--- src/rtl/instr_fetch_ctrl.sv ---
`default_nettype none
// ============================================================================
// Module      : instr_fetch_ctrl
// Description : Drives the PC and ROM address. Fetched words go into a small
//               FIFO that feeds decode over valid/ready. Handles redirects,
//               halt and back-pressure.
//               Optional macro FETCH_HALT_ON_ILLEGAL_EN stops fetch on the
//               unmapped-ROM word.
// Revision    : 1.0 - initial release
// ============================================================================
module instr_fetch_ctrl #(
   parameter logic [31:0] RESET_PC   = 32'h0000_0000,
   parameter int          FIFO_DEPTH = 2
) (
   input  logic                          clk,
   input  logic                          rst,
   input  logic                          en_i,
   output logic [31:0]                   addr_o,
   input  logic [31:0]                   instr_i,
   output logic [31:0]                   instr_o,
   output logic [31:0]                   pc_o,
   output logic                          valid_o,
   input  logic                          ready_i,
   input  logic                          redirect_i,
   input  logic [31:0]                   redirect_pc_i,
   input  logic                          halt_i,
   output logic                          halt_o,
   output logic                          misalign_o,
   output logic [$clog2(FIFO_DEPTH):0]   level_o
);

   localparam int AW = $clog2(FIFO_DEPTH);
   localparam logic [AW-1:0] c_ptr_one = AW'(1);
   localparam logic [AW:0]   c_cnt_one = (AW+1)'(1);
   localparam logic [AW:0]   c_full    = (AW+1)'(FIFO_DEPTH);

   typedef enum logic [0:0] {
      S_RUN  = 1'b0,
      S_HALT = 1'b1
   } state_t;

   state_t         r_state;
   logic [31:0]    r_pc;
   logic [31:0]    r_mem_instr [FIFO_DEPTH];
   logic [31:0]    r_mem_pc    [FIFO_DEPTH];
   logic [AW-1:0]  r_wr_ptr;
   logic [AW-1:0]  r_rd_ptr;
   logic [AW:0]    r_count;
   logic           r_misalign;

   logic           w_full;
   logic           w_pop;
   logic           w_fetch;
   logic           w_illegal;
   logic           w_push;

   assign w_full  = (r_count == c_full);
   assign w_pop   = valid_o & ready_i;
   // A full FIFO still accepts a word when the head leaves in the same cycle.
   assign w_fetch = (r_state == S_RUN) & en_i & ~redirect_i & ~halt_i & (~w_full | w_pop);

`ifdef FETCH_HALT_ON_ILLEGAL_EN
   localparam logic [31:0] c_illegal = 32'hAAAA_AAAA;
   assign w_illegal = w_fetch & (instr_i == c_illegal);
`else
   assign w_illegal = 1'b0;
`endif

   assign w_push = w_fetch & ~w_illegal;

   always_ff @(posedge clk or posedge rst) begin
      if (rst) begin
         r_state    <= S_RUN;
         r_pc       <= RESET_PC;
         r_wr_ptr   <= '0;
         r_rd_ptr   <= '0;
         r_count    <= '0;
         r_misalign <= 1'b0;
      end else begin
         r_misalign <= redirect_i & (|redirect_pc_i[1:0]);
         if (redirect_i) begin
            // A same-cycle pop is absorbed by the flush.
            r_state  <= S_RUN;
            r_pc     <= {redirect_pc_i[31:2], 2'b00};
            r_wr_ptr <= '0;
            r_rd_ptr <= '0;
            r_count  <= '0;
         end else begin
            if (w_push) begin
               r_wr_ptr <= r_wr_ptr + c_ptr_one;
               r_pc     <= r_pc + 32'd4;
            end
            if (w_pop) begin
               r_rd_ptr <= r_rd_ptr + c_ptr_one;
            end
            case ({w_push, w_pop})
               2'b10:   r_count <= r_count + c_cnt_one;
               2'b01:   r_count <= r_count - c_cnt_one;
               default: r_count <= r_count;
            endcase
            if ((r_state == S_RUN) && (halt_i || w_illegal)) begin
               r_state <= S_HALT;
            end
         end
      end
   end

   always_ff @(posedge clk) begin
      if (w_push) begin
         r_mem_instr[r_wr_ptr] <= instr_i;
         r_mem_pc[r_wr_ptr]    <= r_pc;
      end
   end

   assign addr_o     = r_pc;
   assign valid_o    = (r_count != '0);
   assign instr_o    = valid_o ? r_mem_instr[r_rd_ptr] : 32'h0;
   assign pc_o       = valid_o ? r_mem_pc[r_rd_ptr] : 32'h0;
   assign halt_o     = (r_state == S_HALT);
   assign misalign_o = r_misalign;
   assign level_o    = r_count;

endmodule
`default_nettype wire

--- config.mk ---
export PLATFORM = sky130hd
export DESIGN_NAME = instr_fetch_ctrl
export DESIGN_NICKNAME = d
export VERILOG_FILES = /design/src/rtl/instr_fetch_ctrl.sv
export SDC_FILE = /design/constraint.sdc
export NUM_CORES = 1
export LEC_CHECK = 0
export BUFFER_PORTS_ARGS = -buffer_cell sky130_fd_sc_hd__buf_4
export CORE_MARGIN = 2
export CORE_UTILIZATION = 45
export DETAILED_ROUTE_END_ITERATION = 12
export GPL_TIMING_DRIVEN = 0
export PLACE_DENSITY = 0.69
export REMOVE_ABC_BUFFERS = 1
export SLEW_MARGIN = 20
export SYNTH_ARGS = -nofsm -noshare
export SYNTH_HDL_FRONTEND = slang
export SYNTH_SLANG_ARGS = --single-unit
export TNS_END_PERCENT = 50
--- constraint.sdc ---
create_clock -name clk -period 5.48 [get_ports clk]
set_input_delay 0.548 -clock clk [delete_from_list [all_inputs] [get_ports clk]]
set_output_delay 0.548 -clock clk [all_outputs]
set_load 0.01 [all_outputs]
==> flow_summary.json <==
{
  "avgRoutedWirePerCell_um": 17.5,
  "required_ns": 5.57,
  "area_growth_pct": 32.2,
  "start_util_pct": 46.2,
  "whs_ns": 0.113,
  "cp-end-kind": "flop",
  "fmax_ghz": 0.364,
  "netlist_top_cells_area": "edfxtp_1, dfrtp_1, mux2i_1, nor2_1, nand2_1",
  "finalHoldViolCount": 0,
  "clk_pin_slew_ns": 0.06,
  "status": "completed",
  "drtIter0Drc": 264,
  "ir_drop_v": 0.000184,
  "portBuffers": 166,
  "worstMarginPinSlew_ns": 0.878,
  "antenna_cells": 0,
  "slew_headroom_pct": 41.4,
  "cts_sinks": 160,
  "critical_path_arrival_ns": 2.84,
  "nNetsFinal": 748,
  "final.period_utilization_pct": 50.1,
  "drive_gt1_share_pct": 31.6,
  "grt_overflow": 0,
  "synth_flop_cell": "edfxtp_1",
  "drt_wl_total_mm": 15.3,
  "dp.cells": 842,
  "gp_congestion": 0.798,
  "crit_type": "in -> reg",
  "crit_fanout": 44,
  "grt_setup_unrepaired": "no",
  "grt.total_usage_pct": 19.5,
  "synth_top_area_share_pct": 55.4,
  "rr_worst_depth": 4,
  "seq_area_frac_synth_pct": 68.8,
  "fp-row-count": 44,
  "min_path_type": "in -> async",
  "antenna_found_initial": 0,
  "vias": 4787,
  "tns_ns": 0,
  "synth_seq_cells": 160,
  "final_cell_area_um2": 8880,
  "grt_pass1_wl_mm": 24.2,
  "leakage_uw": 0.00339,
  "die-width_um": 126,
  "grt_pass1_vias": 4671,
  "cts_setup_buffers": 0,
  "core-area_um2": 14500,
  "dp.final_hpwl_mm": 10.4,
  "synth_edf_count": 124,
  "report.final.slew_viol_count": 0,
  "tritoncts": "done",
  "syn_area_um2": 6720,
  "synth_cell_type_count": 42,
  "clockBufferDepth": 2,
  "final_common_cell": "buf_4",
  "layout_common_cells": "buf_4, edfxtp_1, nor2_1",
  "maxCapViolCount": 0,
  "die_area_um2": 15900,
  "clk_latency_ns": 0.42,
  "power_density_nw_per_um2": 309,
  "final_cells": 874,
  "viasPerCell": 5.48,
  "crit_path_start_kind": "input port",
  "cts_buffers": 17,
  "setup_viol": 0,
  "ys_async_sr_fraction_pct": 22.5,
  "finClkSkew_ns": 0.0101,
  "cts_hold_buf": 0,
  "dpl_cell_area_um2": 8320,
  "cts_resized": 0,
  "post-route-min-period_ns": 2.75,
  "root_buffer": "clkbuf_16",
  "grt_start_max_net_pins": 45,
  "die_h_um": 126,
  "synth.largest_area_cell": "edfxtp_1",
  "first_pass_iters": 5,
  "route.antenna.remaining_nets": 0,
  "syn_inst": 509,
  "cts_max_level": 4,
  "ys_warn_count": 0,
  "ioPinCount": 171,
  "postLayoutCoreUtil_pct": 61.1,
  "syn_area_per_cell_um2": 13.2,
  "post-route-drc-count": 0
}
-- worst max-delay path, stage by stage --
cell and delay, ns:
buf_4 0.25, or4b_4 0.63, nor2_2 0.61, and2_4 0.48, buf_16 0.28
-- cells in the mapped netlist, drive strengths merged, types with 3 or more instances --
| library cell | count |
|---|---|
| buf | 7 |
| nor2 | 81 |
| o211ai | 10 |
| dfrtp | 36 |
| and2 | 4 |
| a21oi | 7 |
| nand3 | 22 |
| nor3 | 6 |
| or4b | 3 |
| clkbuf | 23 |
| inv | 6 |
| a41oi | 3 |
| and3 | 6 |
| a31oi | 6 |
| o21ai | 20 |
| mux2i | 63 |
| edfxtp | 124 |
| nand2 | 41 |
| nand4 | 5 |
| o311ai | 11 |
-- cell families (layout without fill, tap and decap cells) --
group	after synthesis	in the layout	share of synthesized area [%]
AOI/OAI and AO/OA	69	69	7.04
xor gates and xnor gates	2	2	0.261
adders and majority gates	1	1	0.186
buffers and inverters	36	214	2.42
DFF	160	160	68.8
muxes	63	63	9.39
other	1	4	0.0558
and+or+nand+nor	177	177	11.8
-- area by class of cell --
cell class | count | area, um2
Clock inverter | 9 | 87.6
Sequential cell | 160 | 4630
Multi-Input combinational cell | 316 | 1980
Timing Repair Buffer | 176 | 1470
Tap cell | 184 | 230
Inverter | 6 | 22.5
Fill cell | 1189 | 5650
Clock buffer | 23 | 468
-- flip-flops by register name (all words and copies together) (netlist names) --
signal       cells
r_rd_ptr         1
addr_o          30
r_mem_instr     64
halt_o           1
r_mem_pc        60
r_wr_ptr         1
level_o          2
misalign_o       1
-- power by group --
part	internal (uW)	total [uW]	switching, uW
combinational	123	241	118
sequential	1360	1410	51.8
clock	649	1100	446
total	2130	2750	616
-- through the flow --
stage	total power (uW)	setup slack [ns]
floorplan	1530	0.875
global placement	1660	-1.13
detailed placement	1680	2.29
CTS	2770	2.74
global route	2850	2.66
finish	2750	2.73
-- per-layer routing --
layer | part of all wire [%] | global-route usage, % | vias to the layer above
met1 | 44 | 25.6 | 2339
met4 | 1.7 | 7.37 | 0
met5 | 0 | 0 | -
met2 | 46 | 30.6 | 190
met3 | 8.1 | 5.95 | 19
li1 | - | - | 2239
-- worst paths after layout --
kind,end,slack [ns],startpoint
hold / removal,halt_o,0.11,rst
setup / recovery,r_mem_pc[1][30],2.73,redirect_i
min in group clk,r_mem_instr[0][1],0.31,instr_i[1]
max in group asynchronous,r_rd_ptr,4.89,rst
hold reg to reg,r_mem_pc[0][31],0.54,addr_o[31]
setup reg to reg,r_mem_pc[1][30],2.77,halt_o
No activity file was read; power rests on OpenSTA's default activity.
